### config.mk
export PLATFORM = sky130hd
export DESIGN_NAME = lcd_nibble_reader
export DESIGN_NICKNAME = d
export VERILOG_FILES = /design/src/rtl/lcd_nibble_reader.sv
export SDC_FILE = /design/constraint.sdc
export NUM_CORES = 1
export LEC_CHECK = 0
export ABC_AREA = 0
export CORE_MARGIN = 5
export CORE_UTILIZATION = 55
export DETAILED_ROUTE_END_ITERATION = 10
export GPL_ROUTABILITY_DRIVEN = 0
export GPL_TIMING_DRIVEN = 1
export PLACE_DENSITY = 0.84
export SETUP_SLACK_MARGIN = 0.5
export SLEW_MARGIN = 20
export SYNTH_ARGS = -nofsm -noshare
export SYNTH_HDL_FRONTEND = slang
export SYNTH_SLANG_ARGS = --single-unit
### constraint.sdc
create_clock -name clk -period 6.45 [get_ports clk]
set_input_delay 0.645 -clock clk [delete_from_list [all_inputs] [get_ports clk]]
set_output_delay 0.645 -clock clk [all_outputs]
set_load 0.01 [all_outputs]
### src/rtl/lcd_nibble_reader.sv
// 4-bit LCD read sequencer: issues one RS/RW setup phase and two E pulses,
// then assembles the byte from the pad, high nibble first. Optionally keeps
// re-reading the busy flag until it clears or the poll limit is reached.
module lcd_nibble_reader #(
  parameter int T_AS     = 2,
  parameter int T_PW     = 12,
  parameter int T_LOW    = 26,
  parameter int MAX_POLL = 1000
) (
  input  logic       clk,
  input  logic       rst_n,
  input  logic       req,
  input  logic       req_rs,
  input  logic       req_poll,
  output logic       ready,
  output logic       rsp_valid,
  output logic [7:0] rsp_data,
  output logic       rsp_timeout,
  output logic       sf_e,
  output logic       e,
  output logic       rs,
  output logic       rw,
  input  logic [3:0] db_in,
  output logic       db_oe
);

  localparam int PH_MAX = (T_AS > T_PW) ? ((T_AS > T_LOW) ? T_AS : T_LOW)
                                        : ((T_PW > T_LOW) ? T_PW : T_LOW);
  localparam int PH_W   = $clog2(PH_MAX + 1);
  localparam int PC_W   = $clog2(MAX_POLL + 1);

  typedef enum logic [2:0] {
    S_IDLE, S_SETUP, S_HI1, S_LO1, S_HI2, S_LO2, S_DONE
  } state_t;

  state_t            state;
  logic [PH_W-1:0]   ph_cnt;
  logic [PC_W-1:0]   poll_cnt;
  logic              poll_mode;
  logic              poll_again;

  // Phase counter load value: the counter runs from cycles-1 down to 0.
  function automatic logic [PH_W-1:0] ph_load(input int cycles);
    return PH_W'(cycles - 1);
  endfunction

  // Another busy-flag read is due when polling, BF is still set and the
  // read just finished is not the last one allowed.
  function automatic logic poll_more(input logic mode, input logic bf,
                                     input logic [PC_W-1:0] cnt);
    return mode && bf && ((int'(cnt) + 1) < MAX_POLL);
  endfunction

  // Sequencer: state, phase timing, pin drive and response, all registered.
  always_ff @(posedge clk or negedge rst_n) begin
    if (!rst_n) begin
      state       <= S_IDLE;
      ph_cnt      <= '0;
      poll_cnt    <= '0;
      poll_mode   <= 1'b0;
      poll_again  <= 1'b0;
      ready       <= 1'b0;
      rsp_valid   <= 1'b0;
      rsp_timeout <= 1'b0;
      rsp_data    <= 8'h00;
      e           <= 1'b0;
      rs          <= 1'b0;
      rw          <= 1'b0;
      sf_e        <= 1'b1;
      db_oe       <= 1'b0;
    end else begin
      rsp_valid <= 1'b0;
      sf_e      <= 1'b1;
      db_oe     <= 1'b0;
      case (state)
        S_IDLE: begin
          ready <= 1'b1;
          e     <= 1'b0;
          rs    <= 1'b0;
          rw    <= 1'b0;
          if (req && ready) begin
            ready       <= 1'b0;
            poll_mode   <= req_poll & ~req_rs;
            poll_cnt    <= '0;
            rsp_timeout <= 1'b0;
            rs          <= req_rs;
            rw          <= 1'b1;
            ph_cnt      <= ph_load(T_AS);
            state       <= S_SETUP;
          end
        end
        S_SETUP: begin
          if (ph_cnt == '0) begin
            e      <= 1'b1;
            ph_cnt <= ph_load(T_PW);
            state  <= S_HI1;
          end else begin
            ph_cnt <= ph_cnt - PH_W'(1);
          end
        end
        S_HI1: begin
          if (ph_cnt == '0) begin
            rsp_data[7:4] <= db_in;
            e             <= 1'b0;
            ph_cnt        <= ph_load(T_LOW);
            state         <= S_LO1;
          end else begin
            ph_cnt <= ph_cnt - PH_W'(1);
          end
        end
        S_LO1: begin
          if (ph_cnt == '0) begin
            e      <= 1'b1;
            ph_cnt <= ph_load(T_PW);
            state  <= S_HI2;
          end else begin
            ph_cnt <= ph_cnt - PH_W'(1);
          end
        end
        S_HI2: begin
          if (ph_cnt == '0) begin
            rsp_data[3:0] <= db_in;
            e             <= 1'b0;
            ph_cnt        <= ph_load(T_LOW);
            state         <= S_LO2;
          end else begin
            ph_cnt <= ph_cnt - PH_W'(1);
          end
        end
        S_LO2: begin
          if (ph_cnt == '0) begin
            state <= S_DONE;
            if (poll_more(poll_mode, rsp_data[7], poll_cnt)) begin
              poll_again <= 1'b1;
              poll_cnt   <= poll_cnt + PC_W'(1);
            end else begin
              poll_again  <= 1'b0;
              rsp_valid   <= 1'b1;
              rsp_timeout <= poll_mode & rsp_data[7];
            end
          end else begin
            ph_cnt <= ph_cnt - PH_W'(1);
          end
        end
        S_DONE: begin
          e <= 1'b0;
          if (poll_again) begin
            poll_again <= 1'b0;
            ph_cnt     <= ph_load(T_AS);
            state      <= S_SETUP;
          end else begin
            ready <= 1'b1;
            rs    <= 1'b0;
            rw    <= 1'b0;
            state <= S_IDLE;
          end
        end
        default: begin
          state <= S_IDLE;
          e     <= 1'b0;
          rs    <= 1'b0;
          rw    <= 1'b0;
        end
      endcase
    end
  end

endmodule

==> results of run 1 <==
metrics by stage:
step                      util, %  instances  hold slack, ns  area (µm²)  total power [µW]
final                        66.1        270           0.496        2220               353
after global placement       64.4        262           0.474        2160               234
after global routing         66.1        270           0.542        2220               368
after CTS                    66.1        270           0.496        2220               356
after floorplan                 -        201           0.349        1920               223
after detailed placement     64.4        262           0.479        2160               235
worst min-delay path by stage:
stage,startpoint,endpoint,slack [ns]
global route,poll_cnt[9]$_DFFE_PN0P_,poll_cnt[9]$_DFFE_PN0P_,0.54
CTS,poll_cnt[9]$_DFFE_PN0P_,poll_cnt[9]$_DFFE_PN0P_,0.50
floorplan,rst_n,e$_DFFE_PN0P_,0.35
detailed placement,poll_mode$_DFFE_PN0P_,poll_mode$_DFFE_PN0P_,0.48
finish,poll_cnt[9]$_DFFE_PN0P_,poll_cnt[9]$_DFFE_PN0P_,0.50
global placement,poll_cnt[9]$_DFFE_PN0P_,poll_cnt[9]$_DFFE_PN0P_,0.47
kinds of logic after synthesis:
logic type	synth area share, %
and+or+nand+nor	23.9
AOI/OAI and AO/OA	18.6
DFF	44.4
buffers and inverters	3.52
muxes	7.90
adders and majority gates	1.31
other	0.392
layout make-up:
class / count / area, µm²
Sequential cell: 34 / 851
Multi-Input combinational cell: 151 / 998
Timing Repair Buffer: 23 / 228
Clock buffer: 7 / 55.1
Clock inverter: 1 / 5.00
Tap cell: 46 / 57.6
Inverter: 8 / 30.0
Fill cell: 302 / 1140
synthesized netlist by cell type (all sizes together):
master / count
and2: 3
o21a: 1
a31o: 1
nor4: 1
o21bai: 1
and3b: 1
a211oi: 2
nor4b: 1
nor2: 6
nand3b: 1
nand2: 31
o22a: 1
or4: 1
nor3: 8
a21boi: 2
nand2b: 8
o31ai: 4
a22o: 2
nor2b: 6
a21oi: 8
nand3: 10
and4: 1
or4b: 1
inv: 8
buf: 2
ha: 2
o22ai: 1
dfrtp: 34
a221oi: 1
clkbuf: 6
a31oi: 2
nand4: 3
and3: 4
mux2i: 5
a41o: 1
mux2: 9
a221o: 1
o21ai: 9
a21o: 1
o41ai: 1
o211a: 1
conb: 2
o211ai: 4
a41oi: 2
o32ai: 1
worst max-delay path: cells and delay by family (launching register included):
family / cells / cell delay, ns
and+or+nand+nor: 5 / 1.74
DFF: 1 / 0.57
muxes: 1 / 0.21
state kept, by name, summed over array words and instances, names as in the netlist:
| register | cells |
|---|---|
| ph_cnt | 5 |
| rsp_timeout | 1 |
| ready | 1 |
| poll_mode | 1 |
| rsp_valid | 1 |
| rw | 1 |
| poll_cnt | 10 |
| state | 3 |
| e | 1 |
| rs | 1 |
| poll_again | 1 |
| rsp_data | 8 |
layer usage:
metal	GRT usage, %	share of wire (%)
met1	24.7	46
met3	3.78	5.8
met2	26.6	47
met5	0	0
met4	7.59	1.4
power breakdown:
group | switching, µW | total (µW) | internal, µW | leakage (µW)
combinational | 7.04 | 14.8 | 7.77 | 0.000525
clock | 70.1 | 123 | 52.8 | 0.0000353
sequential | 0.753 | 215 | 214 | 0.000427
total | 77.9 | 353 | 275 | 0.000986
==> results by group, run 1 <==
Run status
  – Outcome: finished clean

Synth
  – Mapped Avg Cell Area: 9.54 µm²
  – Mapped cell area: 1920 µm²
  – Synth cell types: 50
  – Post-Syn Nets: 212
  – Area share of the largest cell type after synthesis: 44.4%
  – Yosys warnings: 0
  – Ranking of synthesized cells by area: dfrtp_1 (44%), nand2_1 (6.1%), mux2_2 (5.3%), mux2i_1 (2.6%), nand2b_1 (2.6%)
  – Yosys top cell by area: dfrtp_1
  – Mapped Cells: 201
  – #FFs+latches synth: 34
  – Seq/Total Area, Yosys: 44.4%

Clock tree
  – Post-CTS Repair Setup Buffers: 0
  – CTS Sinks: 34
  – CTS Buf Count: 5
  – CTS Hold Buffers Added: 0
  – CTS resizes: 0
  – TritonCTS clock tree: built
  – Worst skew pair latency: 0.33 ns
  – CTS Root Cell: clkbuf_4
  – H-Tree Depth: 2
  – Clock Path Buffers: 2
  – Reg clk slew, reported paths: 0.10 ns

Worst setup path
  – Reg-to-reg startpoint: state[2]$_DFFE_PN0P_
  – Arrival @ worst endpoint: 2.86 ns
  – CP startpoint: state[2]$_DFFE_PN0P_
  – Worst setup EP type: register
  – CP Cell Sequence: nor3_1 -> nand3_1 -> nand2_1 -> nand2_1 -> nor3_1 -> mux2i_1
  – Reg2reg end: poll_cnt[3]$_DFFE_PN0P_
  – R2R Setup Slk: 3.86 ns
  – Crit path max fanout: 18
  – Critical Path RT: 6.72 ns
  – CP Capture Point: poll_cnt[3]$_DFFE_PN0P_
  – Setup CP Type: register to register
  – Startpoint Class: register
  – FF-to-FF path depth: 6
  – Slowest stage delay, CP: 0.57 ns
  – CP max stage cell: dfrtp_1

STA
  – Worst-Margin Slew: 0.698 ns
  – Max Transition Viols Final: 0
  – Final setup violation count: 0
  – FMAX: 386 MHz
  – Setup TNS: 0 ns
  – Fin crit share: 40.2%
  – Final Critical Period: 2.59 ns
  – Fin. Hold Viols: 0
  – RSZ-0062 raised after global routing: no
  – Final worst slack: 3.86 ns
  – Max_slew headroom: 53.1%
  – Clock Skews: 0.00737 ns

Detailed routing
  – DR vias: 1590
  – Post-DRT Antenna Nets: 0
  – Via/cell ratio: 5.89
  – DR WL/cell: 14.7 µm
  – Iter 0 DRT Violations: 144
  – First-pass iteration count of the detailed router: 4
  – DRC violations left: 0
  – Final WL: 3980 µm

Global routing
  – Vias in the first global route: 1482
  – Overflow after GRT: 0
  – Global-route wire length before repair: 6910 µm
  – Largest net degree at the start of global routing: 35
  – Total GRT Usage: 17.7%
  – Initial antenna violation count: 0

Layout
  – Area growth, synth to finish: 16.1%
  – Most common cell after layout, fill and taps aside: dfrtp_1
  – Layout cells sized above 1: 12.1%
  – # diodes: 0
  – Most frequent cells in the layout: dfrtp_1 (34), nand2_1 (31), clkdlybuf4s50_1 (22)
  – Layout Nets: 234

Flow run
  – # Max-Cap Violations: 0

Pwr
  – Lkg Pwr: 0.000986 µW
  – Peak supply drop: 0.129 mV
  – Power density cells: 159 nW/µm²

Floorplanning
  – Initial Util: 57.0%
  – Core area: 3360 µm²
  – Row cnt: 21
  – Top Ports: 25
  – Die width: 69.0 µm
  – Full die area: 4770 µm²
  – Die Span Y: 69.0 µm

Worst hold path
  – Hold Crit Depth: 1
  – Min-Delay Path Class: register to register

Placement
  – Port bufs: 22
  – Dpl ws: 3.90 ns
  – Final HPWL DP: 2910 µm
Note: power is estimated with default switching activity, not from simulation.
==> run 2, diff against run 1 <==
==> constraint.sdc (replaced) <==
create_clock -name clk -period 2.6 [get_ports clk]
set_input_delay 0.26 -clock clk [delete_from_list [all_inputs] [get_ports clk]]
set_output_delay 0.26 -clock clk [all_outputs]
set_load 0.01 [all_outputs]
==> run 2 against run 1 <==
Net effect:
- clock skew increased by 0.0064 ns
- cell area increased by 9.8%
- critical path type unchanged
- cell count increased by 3.7%
- routed wire length rose by 5.5%
==> results by group, run 2 (synthesized netlist as in run 1, its figures left out) <==
Clock tree
  – CTS Sinks: 34
  – H-Tree Depth: 2
  – Clock Path Buffers: 2
  – CTS Hold Buffers Added: 0
  – CTS Root Cell: clkbuf_4
  – TritonCTS clock tree: built
  – Reg clk slew, reported paths: 0.10 ns
  – CTS Buf Count: 5
  – Worst skew pair latency: 0.34 ns

Detailed routing
  – DR WL/cell: 15.0 µm
  – DR vias: 1622
  – Via/cell ratio: 5.79
  – DRC violations left: 0
  – First-pass iteration count of the detailed router: 4
  – Final WL: 4190 µm
  – Post-DRT Antenna Nets: 0
  – Iter 0 DRT Violations: 51

Worst setup path
  – CP Cell Sequence: ha_4 -> or4_4 -> a21boi_4 -> o211a_4 -> nor2_1 -> a221o_1
  – Cell family with most CP delay: compound AO/OA/AOI/OAI gates
  – Startpoint Class: register
  – Setup CP Type: register to register
  – Arrival @ worst endpoint: 2.31 ns
  – Slowest stage delay, CP: 0.54 ns
  – R2R Setup Slk: 0.51 ns
  – Crit path max fanout: 8
  – WP depth: 6
  – CP max stage cell: or4_4
  – Reg2reg end: rsp_timeout$_DFFE_PN0P_
  – Worst Path Buf+Inv: 0
  – Reg-to-reg startpoint: poll_cnt[0]$_DFFE_PN0P_
  – FF-to-FF path depth: 6
  – Worst setup EP type: register
  – Critical Path RT: 2.82 ns

Layout
  – Layout Nets: 244
  – Layout cells sized above 1: 23.1%
  – Area growth, synth to finish: 27.4%
  – Most flops, register: poll_cnt
  – Most frequent cells in the layout: nand2_1 (29), dfrtp_1 (28), clkdlybuf4s50_1 (22)
  – Largest regs: poll_cnt x10, rsp_data x8, ph_cnt x5
  – # diodes: 0
  – Filler cells: 261
  – Most common cell after layout, fill and taps aside: nand2_1
  – Reg area: 858 µm²
  – Max FFs per register: 10
  – Area of the multi-input gates: 1080 µm²

Floorplanning
  – Die width: 69.0 µm
  – Top Ports: 25
  – Row cnt: 21
  – Core area: 3360 µm²
  – Initial Util: 57.0%
  – Die Span Y: 69.0 µm
  – Full die area: 4770 µm²

Global routing
  – Overflow after GRT: 0
  – Global-route wire length before repair: 6960 µm
  – Vias in the first global route: 1520
  – Initial antenna violation count: 0
  – Total GRT Usage: 17.9%
  – Largest net degree at the start of global routing: 35

STA
  – RSZ-0062 raised after global routing: yes
  – Final Critical Period: 2.09 ns
  – Final worst slack: 0.515 ns
  – Max Transition Viols Final: 0
  – Worst-Margin Slew: 0.489 ns
  – FMAX: 480 MHz
  – Setup TNS: 0 ns
  – Fin. Hold Viols: 0
  – Clock Skews: 0.0138 ns
  – Fin crit share: 80.2%
  – Final setup violation count: 0
  – Max_slew headroom: 67.2%

Pwr
  – Seq pwr share: 49.6%
  – Combinational Power Share: 3.4%
  – Final Power: 1070 µW
  – Switch Pwr: 198 µW
  – Peak supply drop: 0.493 mV
  – Lkg Pwr: 0.00107 µW
  – Sw frac: 18.4%
  – Internal: 876 µW
  – Clock power share: 47.0%
  – Power density cells: 440 nW/µm²

Placement
  – Dpl ws: 0.409 ns
  – Final HPWL DP: 2920 µm
  – Port bufs: 22

Flow run
  – # Max-Cap Violations: 0

Run status
  – Outcome: finished clean

Worst hold path
  – Min-Delay Path Class: input pin to asynchronous set/reset pin
-- run 2: changes by cell type in the layout (fill, tap and decap cells not counted), moves of 2 or more --
cell	before	now
nor2b_1	6	4
nor3_1	8	6
nor3_2	0	2
dfrtp_1	34	28
buf_4	1	11
and3_2	0	2
dfrtp_2	0	6
and3_1	3	1
bufinv_16	0	2
nand2_1	31	29
nand2_2	0	2
-- run 2: what timing repair did --
item,4_1_cts,5_1_grt
setup endpoints to repair,16,18
buffers inserted,2,1
gates resized for setup,2,20
cloned,0,0
-- run 2: power groups by stage --
| stage | Combinational, µW | Clock (µW) | Sequential, µW |
|---|---|---|---|
| final | 36.7 | 505 | 533 |
| after global routing | 41.3 | 545 | 534 |
| after CTS | 38.1 | 515 | 533 |
| after detailed placement | 37.9 | 0 | 544 |
| after global placement | 37.7 | 0 | 544 |
| after floorplan | 6.96 | 0 | 545 |
-- run 2: final cells by class --
class / instances / share of cell area [%]
tap: 46 / 2.36
clock buffer: 6 / 2.10
timing repair buffer: 33 / 12.4
inverter: 8 / 1.23
sequential: 34 / 35.1
multi-input combinational: 151 / 44.3
clock inverter: 2 / 2.46
-- run 2: through the flow --
step | util, % | hold WS [ns] | instances | cell area (µm²)
after floorplan | - | -0.0356 | 201 | 1920
after global placement | 65.9 | 0.463 | 269 | 2220
after detailed placement | 65.9 | 0.466 | 269 | 2220
after CTS | 70.0 | 0.318 | 279 | 2350
after global routing | 72.6 | 0.341 | 280 | 2440
final | 72.6 | 0.310 | 280 | 2440
-- run 2: worst register-to-register path: cells and delay by family, from the launching register on --
family / cells / cell delay [ns]
AOI/OAI and AO/OA: 3 / 0.70
and+or+nand+nor: 2 / 0.60
adders and majority gates: 1 / 0.20
DFF: 1 / 0.47
-- run 2: worst max path at each step --
stage                                        from                      end  slack [ns]
after floorplan             ph_cnt[0]$_DFFE_PN0P_  rsp_data[0]$_DFFE_PN0P_        0.56
after global routing      poll_cnt[0]$_DFFE_PN0P_  rsp_timeout$_DFFE_PN0P_        0.45
final                     poll_cnt[0]$_DFFE_PN0P_  rsp_timeout$_DFFE_PN0P_        0.51
after detailed placement  poll_cnt[0]$_DFFE_PN0P_  rsp_timeout$_DFFE_PN0P_        0.41
after global placement    poll_cnt[0]$_DFFE_PN0P_  poll_cnt[7]$_DFFE_PN0P_        0.48
after CTS                 poll_cnt[0]$_DFFE_PN0P_  rsp_timeout$_DFFE_PN0P_        0.47
-- run 2: routing by layer --
| metal | vias to the layer above | share of wire, % | GRT usage [%] |
|---|---|---|---|
| met5 | - | 0 | 0 |
| met4 | 0 | 1.6 | 8.24 |
| li1 | 798 | - | - |
| met3 | 8 | 5.5 | 4.51 |
| met2 | 47 | 46 | 27.1 |
| met1 | 769 | 47 | 24.1 |
==> run 3, diff against run 2 <==
==> constraint.sdc (replaced) <==
create_clock -name clk -period 2.1 [get_ports clk]
set_input_delay 0.21 -clock clk [delete_from_list [all_inputs] [get_ports clk]]
set_output_delay 0.21 -clock clk [all_outputs]
set_load 0.01 [all_outputs]
==> run 3 against run 2 <==
Net effect:
- the flow now finishes with violations (setup timing)
- total power grew 26%
- hold slack lost 0.072 ns
- combinational power grew 41%
- routed wire length grew 79%
==> results by group, run 3 (synthesized netlist as in run 1, its figures left out) <==
Layout
  – Most common cell after layout, fill and taps aside: buf_4
  – Area growth, synth to finish: 54.1%
  – Layout Nets: 273
  – Layout cells sized above 1: 44.9%
  – Max FFs per register: 10
  – # diodes: 0
  – Reg area: 863 µm²
  – Area of the multi-input gates: 1350 µm²
  – Largest regs: poll_cnt x10, rsp_data x8, ph_cnt x5
  – Core Util, Final: 87.8%
  – Most frequent cells in the layout: buf_4 (32), nand2_1 (26), dfrtp_1 (26)
  – Final instance area: 2950 µm²
  – Most flops, register: poll_cnt
  – Filler cells: 148

Worst setup path
  – WP depth: 7
  – Cell family with most CP delay: simple AND/OR/NAND/NOR gates
  – FF-to-FF path depth: 7
  – Critical Path RT: 2.38 ns
  – Worst Path Buf+Inv: 1
  – Arrival @ worst endpoint: 2.41 ns
  – Setup CP Type: register to register
  – CP max stage cell: or4b_1
  – Worst setup EP type: register
  – Slowest stage delay, CP: 0.56 ns
  – CP Cell Sequence: nand3_2 -> or4b_1 -> and3_4 -> o211ai_4 -> buf_4 -> nand2_1 -> a221o_1
  – Startpoint Class: register
  – Crit path max fanout: 7

Floorplanning
  – Top Ports: 25
  – Die width: 69.0 µm
  – Initial Util: 57.0%
  – Full die area: 4770 µm²
  – Die Span Y: 69.0 µm
  – Row cnt: 21
  – Core area: 3360 µm²

Clock tree
  – Worst skew pair latency: 0.37 ns
  – TritonCTS clock tree: built
  – CTS Root Cell: clkbuf_4
  – Reg clk slew, reported paths: 0.13 ns
  – CTS Hold Buffers Added: 0
  – CTS Sinks: 34
  – Clock Path Buffers: 2
  – H-Tree Depth: 2
  – CTS Buf Count: 5

Detailed routing
  – DRC violations left: 0
  – Final WL: 7520 µm
  – Max Used Layer: met4
  – Post-DRT Antenna Nets: 0
  – DR vias: 2108
  – DR WL met2: 3650 µm
  – Via/cell ratio: 6.82
  – Met3 routed WL: 718 µm
  – First-pass iteration count of the detailed router: 9
  – Iter 0 DRT Violations: 227
  – Wl on met1: 2710 µm
  – DR WL/cell: 24.3 µm

Pwr
  – Peak supply drop: 0.448 mV
  – Power density cells: 457 nW/µm²
  – Sw frac: 21.7%
  – Combinational Power Share: 3.8%
  – Seq pwr share: 49.0%
  – Switch Pwr: 292 µW
  – Internal: 1060 µW
  – Final Power: 1350 µW
  – Clock power share: 47.1%
  – Lkg Pwr: 0.00132 µW

STA
  – Fin. Hold Viols: 0
  – Final Critical Period: 2.13 ns
  – Final setup violation count: 2
  – Clock Skews: 0.0182 ns
  – FMAX: 470 MHz
  – Fin crit share: 101%
  – Final worst slack: -0.0294 ns
  – Max Transition Viols Final: 0
  – RSZ-0062 raised after global routing: yes

Run status
  – Outcome: finished, violations left
  – Failing checks: setup timing

Placement
  – Port bufs: 22
  – Dpl ws: 0.0240 ns
  – Final HPWL DP: 3480 µm
  – Post-Place Cell Area: 2310 µm²

Global routing
  – Total GRT Usage: 25.4%
  – Largest net degree at the start of global routing: 35
  – Global-route wire length before repair: 9760 µm
  – Vias in the first global route: 2003
  – Overflow after GRT: 0
  – Initial antenna violation count: 0

Flow run
  – # Max-Cap Violations: 0

Worst hold path
  – Min-Delay Path Class: input pin to asynchronous set/reset pin
-- run 3: changes by cell type in the layout (fill, tap and decap cells not counted), moves of 4 or more --
cell     delta
mux2_4      +8
o21ai_0     -5
buf_6       +8
buf_4      +21
nor3_4      +4
mux2_2      -8
-- run 3: final cells by class --
cell class / count / area share [%]
Multi-Input combinational cell: 151 / 45.6
Sequential cell: 34 / 29.2
Timing Repair Buffer: 62 / 18.6
Clock inverter: 3 / 2.33
Tap cell: 46 / 1.95
Clock buffer: 5 / 1.27
Inverter: 8 / 1.02
-- run 3: through the flow --
stage / setup TNS [ns] / hold slack (ns) / instances
floorplan: 0 / -0.0856 / 201
global placement: 0 / 0.458 / 268
detailed placement: 0 / 0.473 / 268
CTS: 0 / 0.256 / 301
global route: -0.384 / 0.289 / 309
finish: -0.0543 / 0.238 / 309
-- run 3: worst paths after layout --
kind                                      endpoint                     from  slack (ns)
max                        rsp_timeout$_DFFE_PN0P_  poll_cnt[2]$_DFFE_PN0P_       -0.03
min                        poll_cnt[5]$_DFFE_PN0P_                    rst_n        0.24
max reg2reg                rsp_timeout$_DFFE_PN0P_  poll_cnt[2]$_DFFE_PN0P_       -0.03
min reg2reg                         rw$_DFFE_PN0P_           rw$_DFFE_PN0P_        0.50
max in group asynchronous     state[1]$_DFFE_PN0P_                    rst_n        1.50
min in group clk             poll_mode$_DFFE_PN0P_                 req_poll        0.50
-- run 3: power by group through the flow --
stage               clock network [µW]  registers (µW)  logic, µW
floorplan                            0             675       8.62
global placement                     0             673       45.8
detailed placement                   0             673       47.0
CTS                                626             661       49.4
global route                       659             662       56.1
finish                             636             661       51.8
-- run 3: routing by layer --
layer	track usage, %	vias up
met5	0	-
met4	12.6	0
met3	6.25	59
met2	43.8	194
met1	29.1	1007
li1	-	848
-- run 3: worst register-to-register path, cell delays in order (launching register included) --
cell and delay (ns):
dfrtp_2 0.49, nand3_2 0.16, or4b_1 0.56, and3_4 0.21, o211ai_4 0.10, buf_4 0.16
nand2_1 0.07, a221o_1 0.29
-- run 3: repair_timing --
action,CTS,global route
buffers inserted,25,8
pin swaps,11,7
gates resized for setup,37,37
setup endpoints to repair,29,33
cloned,0,0
